**src/rtl/mips_shift_pkg.sv**
```systemverilog
// ============================================================================
// Module      : mips_shift_pkg
// Description : Shared encodings for the multi-cycle MIPS shift unit.
// Revision    : 1.0 - initial release
// ============================================================================
`default_nettype none

package mips_shift_pkg;

    typedef enum logic [1:0] {
        SH_SLL  = 2'b00,
        SH_SRL  = 2'b01,
        SH_SRA  = 2'b10,
        SH_ROTR = 2'b11
    } sh_mode_e;

    typedef enum logic [1:0] {
        ST_IDLE  = 2'b00,
        ST_SHIFT = 2'b01,
        ST_DONE  = 2'b10
    } sh_state_e;

endpackage : mips_shift_pkg

`default_nettype wire

```
**src/rtl/shift_step.sv**
```systemverilog
// ============================================================================
// Module      : shift_step
// Description : Combinational shift of a WIDTH-bit word by 0..STEP bits.
// Revision    : 1.0 - initial release
// ============================================================================
`default_nettype none

module shift_step
    import mips_shift_pkg::*;
#(
    parameter int unsigned WIDTH = 32,
    parameter int unsigned STEP  = 4,
    parameter int unsigned KW    = $clog2(STEP + 1)
) (
    input  logic [WIDTH-1:0] i_data,
    input  logic [KW-1:0]    i_k,
    input  sh_mode_e         i_mode,
    input  logic             i_sign,
    output logic [WIDTH-1:0] o_data
);

    logic [WIDTH-1:0] w_srl;
    logic [WIDTH-1:0] w_sra_fill;
    logic [31:0]      w_lsh;

    assign w_srl      = i_data >> i_k;
    // Ones exactly where SRL introduced zeros; gated by the latched sign.
    assign w_sra_fill = ~({WIDTH{1'b1}} >> i_k) & {WIDTH{i_sign}};
    // A left shift by WIDTH (k == 0) yields zero, so rotate-by-0 is a no-op.
    assign w_lsh      = WIDTH - 32'(i_k);

    always_comb begin
        o_data = i_data;
        unique case (i_mode)
            SH_SLL:  o_data = i_data << i_k;
            SH_SRL:  o_data = w_srl;
            SH_SRA:  o_data = w_srl | w_sra_fill;
            SH_ROTR: o_data = w_srl | (i_data << w_lsh);
            default: o_data = i_data;
        endcase
    end

endmodule : shift_step

`default_nettype wire

```
**src/rtl/shift_unit_mc.sv**
```systemverilog
// ============================================================================
// Module      : shift_unit_mc
// Description : Multi-cycle SLL/SRL/SRA/ROTR unit, STEP bits per cycle, with
//               valid/ready handshake on both sides.
// Revision    : 1.0 - initial release
// ============================================================================
`default_nettype none

module shift_unit_mc
    import mips_shift_pkg::*;
#(
    parameter int unsigned WIDTH   = 32,
    parameter int unsigned SHAMT_W = $clog2(WIDTH),
    parameter int unsigned STEP    = 4
) (
    input  logic               clk,
    input  logic               rst_n,
    input  logic               i_in_valid,
    output logic               o_in_ready,
    input  logic [WIDTH-1:0]   i_in,
    input  logic [SHAMT_W-1:0] i_shamt,
    input  logic [1:0]         i_mode,
    output logic               o_out_valid,
    input  logic               i_out_ready,
    output logic [WIDTH-1:0]   o_out,
    output logic               o_busy
);

    localparam int unsigned KW = $clog2(STEP + 1);
    // Common width able to hold both rem and STEP for the min() compare.
    localparam int unsigned CW = ((SHAMT_W > KW) ? SHAMT_W : KW) + 1;

    sh_state_e          r_state;
    sh_state_e          w_state_nxt;
    logic [WIDTH-1:0]   r_out;
    logic [SHAMT_W-1:0] r_rem;
    sh_mode_e           r_mode;
    logic               r_sign;

    logic [CW-1:0]      w_rem_ext;
    logic [CW-1:0]      w_step_ext;
    logic [CW-1:0]      w_k_ext;
    logic [KW-1:0]      w_k;
    logic               w_last;
    logic               w_accept;
    logic [WIDTH-1:0]   w_shifted;

    assign w_rem_ext  = CW'(r_rem);
    assign w_step_ext = CW'(STEP);
    assign w_k_ext    = (w_rem_ext > w_step_ext) ? w_step_ext : w_rem_ext;
    assign w_k        = KW'(w_k_ext);
    assign w_last     = (w_k_ext == w_rem_ext);
    assign w_accept   = (r_state == ST_IDLE) && i_in_valid;

    shift_step #(
        .WIDTH (WIDTH),
        .STEP  (STEP),
        .KW    (KW)
    ) u_shift_step (
        .i_data (r_out),
        .i_k    (w_k),
        .i_mode (r_mode),
        .i_sign (r_sign),
        .o_data (w_shifted)
    );

    always_ff @(posedge clk or negedge rst_n) begin
        if (!rst_n) begin
            r_state <= ST_IDLE;
        end else begin
            r_state <= w_state_nxt;
        end
    end

    always_comb begin
        w_state_nxt = r_state;
        unique case (r_state)
            ST_IDLE: begin
                if (i_in_valid) begin
                    w_state_nxt = (i_shamt == '0) ? ST_DONE : ST_SHIFT;
                end
            end
            ST_SHIFT: begin
                if (w_last) begin
                    w_state_nxt = ST_DONE;
                end
            end
            ST_DONE: begin
                if (i_out_ready) begin
                    w_state_nxt = ST_IDLE;
                end
            end
            default: w_state_nxt = ST_IDLE;
        endcase
    end

    always_ff @(posedge clk or negedge rst_n) begin
        if (!rst_n) begin
            r_out  <= '0;
            r_rem  <= '0;
            r_mode <= SH_SLL;
            r_sign <= 1'b0;
        end else if (w_accept) begin
            r_out  <= i_in;
            r_rem  <= i_shamt;
            r_mode <= sh_mode_e'(i_mode);
            r_sign <= i_in[WIDTH-1];
        end else if (r_state == ST_SHIFT) begin
            r_out  <= w_shifted;
            r_rem  <= r_rem - SHAMT_W'(w_k_ext);
        end
    end

    // Handshake flags come from registered state only.
    assign o_in_ready  = (r_state == ST_IDLE);
    assign o_out_valid = (r_state == ST_DONE);
    assign o_busy      = (r_state != ST_IDLE);
    assign o_out       = r_out;

endmodule : shift_unit_mc

`default_nettype wire

```
**config.mk**
```make
export PLATFORM = sky130hd
export DESIGN_NAME = shift_unit_mc
export DESIGN_NICKNAME = d
export VERILOG_FILES = /design/src/rtl/mips_shift_pkg.sv /design/src/rtl/shift_step.sv /design/src/rtl/shift_unit_mc.sv
export SDC_FILE = /design/constraint.sdc
export NUM_CORES = 1
export LEC_CHECK = 0
export ABC_CLOCK_PERIOD_IN_PS = 11250
export CORE_MARGIN = 5
export CORE_UTILIZATION = 45
export CTS_CLUSTER_DIAMETER = 60
export DETAILED_ROUTE_END_ITERATION = 6
export PLACE_DENSITY = 0.71
export SLEW_MARGIN = 15
export SYNTH_ARGS = -nofsm -noshare
export SYNTH_HDL_FRONTEND = slang
export SYNTH_SLANG_ARGS = --single-unit
```
**constraint.sdc**
```tcl
create_clock -name clk -period 11.25 [get_ports clk]
set_input_delay 2.25 -clock clk [delete_from_list [all_inputs] [get_ports clk]]
set_output_delay 2.25 -clock clk [all_outputs]
set_load 0.005 [all_outputs]
```
# Word level (Yosys, flattened, before mapping)
# Index checks and enable logic that the tools add are counted.
dict set report classes {
  addsub 2
  order_cmp 1
  n_eq_ne 9
  shifts 4
  muxes 11
  bitwise_logic 4
  reduce_logical 7
}
# operator count
set ops {}
lappend ops {{32-bit one-hot mux with 4 select lines} 1}
lappend ops {{32-bit 2-to-1 mux} 2}
lappend ops {{32-bit OR} 2}
lappend ops {{32-bit bitwise AND} 1}
lappend ops {{32-bit NOT} 1}
lappend ops {{32-bit by 3-bit left shift with 32-bit output} 1}
lappend ops {{32-bit by 32-bit left shift with 32-bit output} 1}
lappend ops {{32-bit by 3-bit >> shifter with 32-bit output} 1}
lappend ops {{32-bit by 3-bit >> shifter with 32-bit output, first input constant} 1}
lappend ops {{5-bit 2-to-1 mux} 3}
lappend ops {{2-bit 2-to-1 mux} 4}
lappend ops {{6-bit by 3-bit subtractor with 7-bit output, first input constant} 1}
lappend ops {{2-bit == test, second input constant} 3}
lappend ops {{2-bit one-hot mux with 3 select lines} 1}
lappend ops {{5-bit == test} 1}
lappend ops {{5-bit by 3-bit > comparator with 1-bit output, second input constant} 1}
lappend ops {{5-bit logical NOT} 1}
lappend ops {{5-bit subtractor} 1}
lappend ops {{2-bit by 1-bit == test with 1-bit output, second input constant} 2}
lappend ops {{2-bit logical NOT} 2}
lappend ops {{2-bit != test, second input constant} 2}
lappend ops {{2-bit nonzero test} 2}
lappend ops {{3-bit AND reduction} 1}
lappend ops {{2-bit by 1-bit != test with 1-bit output, second input constant} 1}
lappend ops {{1-bit logical AND} 1}
dict set report totals {
  register_bits 42
  output_inout_bits 35
  wordCells 43
}

# Logic depth before layout (Yosys ltp)
dict set report logic_depth {
  word_depth 9
  ltp_mapped 17
  depth_no_buf 10
}

# Modules after synthesis
# Synthesis repeated with hierarchy kept, for this count alone.
dict set report hier_totals {
  hier_cells 654
  hier_area_um2 6075.8
}
# mod n_inst cells_per_inst area_per_inst_um2
set by_module_without_submodules {}
lappend by_module_without_submodules {shift_step 1 410 3828.7}
lappend by_module_without_submodules {shift_unit_mc 1 244 2247.2}

# Least setup slack after synthesis
# No wires, ideal clock.
dict set report synth_path {
  path_kind {reg2reg}
  startpoint {reg r_rem[0]}
  endpoint {reg r_out[31], in the netlist o_out[31]}
  setup_time_ns 0.132
  t_arrival_ns 3.525
  t_required_ns 11.118
  path_slack_ns 7.593
  stages_incl_launch_ff 17
  n_path_buf 6
  synth_period_minus_slack_ns 3.657
  cell_sequence {dfrtp_1 buf_6 nor4b_4 inv_2 buf_6 buf_6 buf_2 ha_1 buf_1 inv_1 ha_1 clkbuf_1 mux4_2 mux2i_1 nor2_1 o31ai_1 a21oi_1}
}
dict set report synth_between {
  elab_chain_cells 9
}
# item line
set synth_rtl {}
lappend synth_rtl {{start, declared} shift_unit_mc.sv:36} ;# logic [SHAMT_W-1:0] r_rem;
lappend synth_rtl {{start signal, assigned} shift_unit_mc.sv:105} ;# r_rem <= i_shamt;
lappend synth_rtl {{start signal, assigned} shift_unit_mc.sv:110} ;# r_rem <= r_rem - SHAMT_W'(w_k_ext);
lappend synth_rtl {{5-bit by 3-bit > comparator with 1-bit output} shift_unit_mc.sv:50} ;# assign w_k_ext = (w_rem_ext > w_step_ext) ? w_step_ext : w_rem_ext;
lappend synth_rtl {{5-bit 2-to-1 mux (*)} shift_unit_mc.sv:50}
lappend synth_rtl {{parallel branches: the longest is 4 deep, another holds 6-bit by 3-bit subtractor with 7-bit output} n/a}
lappend synth_rtl {{32-bit one-hot mux with 4 select lines (*)} shift_step.sv:34} ;# unique case (i_mode)
lappend synth_rtl {{32-bit 2-to-1 mux (*)} shift_unit_mc.sv:108} ;# end else if (r_state == ST_SHIFT) begin
lappend synth_rtl {{32-bit 2-to-1 mux (*)} shift_unit_mc.sv:103} ;# end else if (w_accept) begin
lappend synth_rtl {{end signal, assigned} shift_unit_mc.sv:104} ;# r_out <= i_in;
lappend synth_rtl {{end signal, assigned} shift_unit_mc.sv:109} ;# r_out <= w_shifted;
lappend synth_rtl {{end, declared} shift_unit_mc.sv:35} ;# logic [WIDTH-1:0] r_out;
# Mark *: on every way between the ends. The select of a mux whose other input is x is not followed.
# A chain may end at the register's enable or synchronous reset.

# Worst setup path after layout
dict set report layout_path {
  startpoint {reg r_rem[1]}
  endpoint {reg r_out[17], in the netlist o_out[17]}
}
# Same word-level chain as after synthesis.

==> flow_metrics.py <==
metrics = {
    "clocking": {
        "clock-sinks": 42,
        "cts.repair.resized": 0,
        "clockBufferDepth": 2,
        "cts_buffers": 5,
        "root_buffer": "clkbuf_16",
        "hold_buffers": 0,
        "clkLatencyLatePin_ps": 310,
        "postCtsSetupBuffers": 0,
        "clk_pin_slew_ps": 70,
        "cts_tree": "built",
        "htreeDepth": 2,
    },
    "placed_design": {
        "place_hpwl_um": 15200,
        "dpl_cell_area_um2": 6140,
        "globalplace.congestion": 1.01,
        "dp.cells": 853,
        "place_ws_ps": 7080,
        "io_buffer_count": 77,
    },
    "setup_path": {
        "max_stage_delay_ps": 600,
        "worstPathMaxFanout": 61,
        "worst_setup_path_start_kind": "flip-flop",
        "required_ps": 11420,
        "path_buf_inv": 3,
        "cp-end-kind": "flip-flop",
        "critical_path_depth": 9,
        "cp_slowest_cell": "mux4_2",
        "reg2reg_depth": 9,
        "path_delay_family": "adder cells",
        "critPathArrivalTime_ps": 4430,
        "crit_chain": "buf_4, or4b_1, buf_4, ha_1, inv_1, ha_1, mux4_2, a311oi_1, a21oi_1",
        "path_class": "reg2reg",
    },
    "detailed_routing": {
        "wl_per_cell_um": 26.1,
        "dr.pass1.iters": 6,
        "first_iter_violations": 946,
        "vias": 6106,
        "wirelength_um": 22500,
        "drc": 0,
        "ant_nets": 0,
        "vias_per_cell": 7.09,
    },
    "logic_synthesis": {
        "synth.area.mux_share_pct": 23.0,
        "ys_ff_latch": 42,
        "yosysTopAreaCell": "dfrtp_1",
        "synth-seq-area-share_pct": 19.2,
        "yosys_warnings": 0,
        "avgSynthCellArea_um2": 7.80,
        "synth_area_um2": 5470,
        "async_flop_share_pct": 100,
        "synth_ff_type": "dfrtp_1",
        "synth_edf_count": 0,
        "netlist.area_leader.share_pct": 19.2,
        "synthAdderAreaFrac_pct": 1.37,
        "ys_types": 72,
        "synth_top_family_by_area": "compound AO/OA/AOI/OAI gates",
        "synth_compound_area_share_pct": 26.0,
        "synthCells": 701,
        "synth_xor_area_share_pct": 0.298,
        "syn_nets": 750,
        "synthTopCellsByArea": "dfrtp_1 19%, mux4_2 12%, mux2i_1 9.0%",
        "synth-simple-area-share_pct": 21.9,
    },
    "pwr": {
        "power_density_nw_per_um2": 394,
        "p_leak_nw": 2.48,
        "power.total_mw": 2.48,
        "max-vdd-ir-drop_uv": 208,
    },
    "sta": {
        "slew_viol_final": 0,
        "hold_violations": 0,
        "setup_viol": 0,
        "layout_setup_ws_ps": 6990,
        "finalSetupTns_ps": 0,
        "worst_pin_slew_ps": 1010,
        "fin_crit_ps": 4260,
        "grt_setup_unrepaired": "no",
        "fin_crit_sh_pct": 37.9,
        "fin_worst_skew_ps": 7.97,
        "fmax_mhz": 235,
        "timing.hold.ws_ps": 606,
        "max_slew_margin_pct": 32.5,
    },
    "global_route": {
        "grt_pass1_wl_um": 34900,
        "grt_usage_pct": 31.2,
        "grt.overflow.total": 0,
        "grt_start_max_net_pins": 62,
        "grt_antenna_before_repair": 0,
        "grt_pass1_vias": 5772,
    },
    "run_status": {
        "status": "finished, final reports clean",
    },
    "floorplanning": {
        "start_util_pct": 45.7,
        "die_area_um2": 14500,
        "die_w_um": 120,
        "pin_count": 78,
        "die_h_um": 120,
        "core_um2": 12000,
        "rows": 40,
    },
    "layout": {
        "antenna_cells": 0,
        "layout.cells.non_filler": 861,
        "synthToLayoutAreaGrowth_pct": 15.0,
        "utilization_pct": 52.6,
        "fin_nets": 762,
        "final_cell_area_um2": 6290,
        "layout-drive-gt1-share_pct": 10.5,
    },
    "min_path": {
        "hold_path.class": "reg2reg",
        "hold-path-cell-count": 2,
    },
    "flow_run": {
        "cap_violations": 0,
    },
}
per-layer routing:
| layer | track usage (%) | vias up | routed length (µm) |
|---|---|---|---|
| li1 | - | 2657 | - |
| met4 | 11.0 | 0 | 779 |
| met5 | 0 | - | 0 |
| met3 | 6.41 | 66 | 2520 |
| met2 | 47.5 | 419 | 10100 |
| met1 | 44.1 | 2964 | 9060 |
logic make-up after synthesis:
| group | Yosys count |
|---|---|
| and+or+nand+nor | 255 |
| AOI/OAI and AO/OA | 211 |
| buffers and inverters | 98 |
| muxes | 86 |
| DFF | 42 |
| adders and majority gates | 6 |
| other | 2 |
| xor gates and xnor gates | 1 |
tightest hold or removal path, stage by stage, from the launching register on:
cell and delay, ps:
dfrtp_1 420, nand2_1 70, nand2_1 80
registers in the layout, summed over array words and instances, names as in the netlist:
register	cells
r_mode	2
o_out	32
r_rem	5
r_state	2
r_sign	1
Yosys cell counts (4+ instances only):
master    number
a221o_1        4
a221oi_1       7
ha_1           6
o31ai_1        6
a311oi_1       5
or3_1         10
nand2b_1      10
and3_1         8
mux2i_1       49
dfrtp_1       42
nand3_1       16
nor2_1        48
o22ai_1        9
a211oi_1      16
a21oi_1       47
mux2_2         6
inv_1          8
and2_1        12
nand2_1      117
nor3_1         9
clkbuf_1      53
a31oi_1       17
o21ai_0       39
buf_2         15
buf_1          8
a211o_1        5
buf_6          5
nor2b_1        7
mux4_2        30
buf_4          4
o211ai_1      14
layout by cell type (no fill, tap or decap), types with 3 or more instances in the layout:
cell,n
a22oi_1,3
a211o_1,5
nor2_1,47
nand3_1,16
a31oi_1,17
a21oi_1,47
a32oi_1,3
a21boi_0,3
mux2i_1,49
clkdlybuf4s50_1,76
o211ai_1,14
mux4_2,30
ha_1,6
a2111oi_0,3
inv_2,3
a221o_1,4
o21ai_0,39
a221oi_1,7
o221ai_1,3
nand2_1,117
dfrtp_1,41
and3_1,8
a311oi_1,5
and2_1,12
a211oi_1,16
nor2b_1,6
o22ai_1,9
a2bb2oi_1,3
or3_1,10
mux2_2,6
clkbuf_16,5
nor3_1,9
buf_4,16
o31ai_1,6
inv_1,8
nand2b_1,10
path summary, 6_finish.rpt:
check,slack (ps),start,to
worst max-delay path,6990,r_rem[1]$_DFFE_PN0P_,o_out[17]$_DFFE_PN0P_
worst min-delay path,610,r_sign$_DFFE_PN0P_,r_sign$_DFFE_PN0P_
worst max register to register,6990,r_rem[1]$_DFFE_PN0P_,o_out[17]$_DFFE_PN0P_
worst min register to register,610,r_sign$_DFFE_PN0P_,r_sign$_DFFE_PN0P_
max in group asynchronous,8870,rst_n,r_rem[1]$_DFFE_PN0P_
min in group asynchronous,1950,rst_n,r_rem[4]$_DFFE_PN0P_
final cells by class:
cell class / instances / area [µm²]
Timing Repair Buffer: 92 / 881
Clock inverter: 3 / 21.3
Inverter: 11 / 41.3
Fill cell: 1166 / 5670
Tap cell: 147 / 184
Multi-Input combinational cell: 561 / 3980
Sequential cell: 42 / 1050
Clock buffer: 5 / 125
power by group:
group	internal (mW)	leakage [nW]	switching, mW	total (mW)
combinational	0.814	1.92	1.03	1.84
sequential	0.229	0.494	0.256	0.485
clock	0.0824	0.0698	0.0691	0.151
total	1.12	2.48	1.35	2.48
Note: power is estimated with default switching activity, not from simulation.
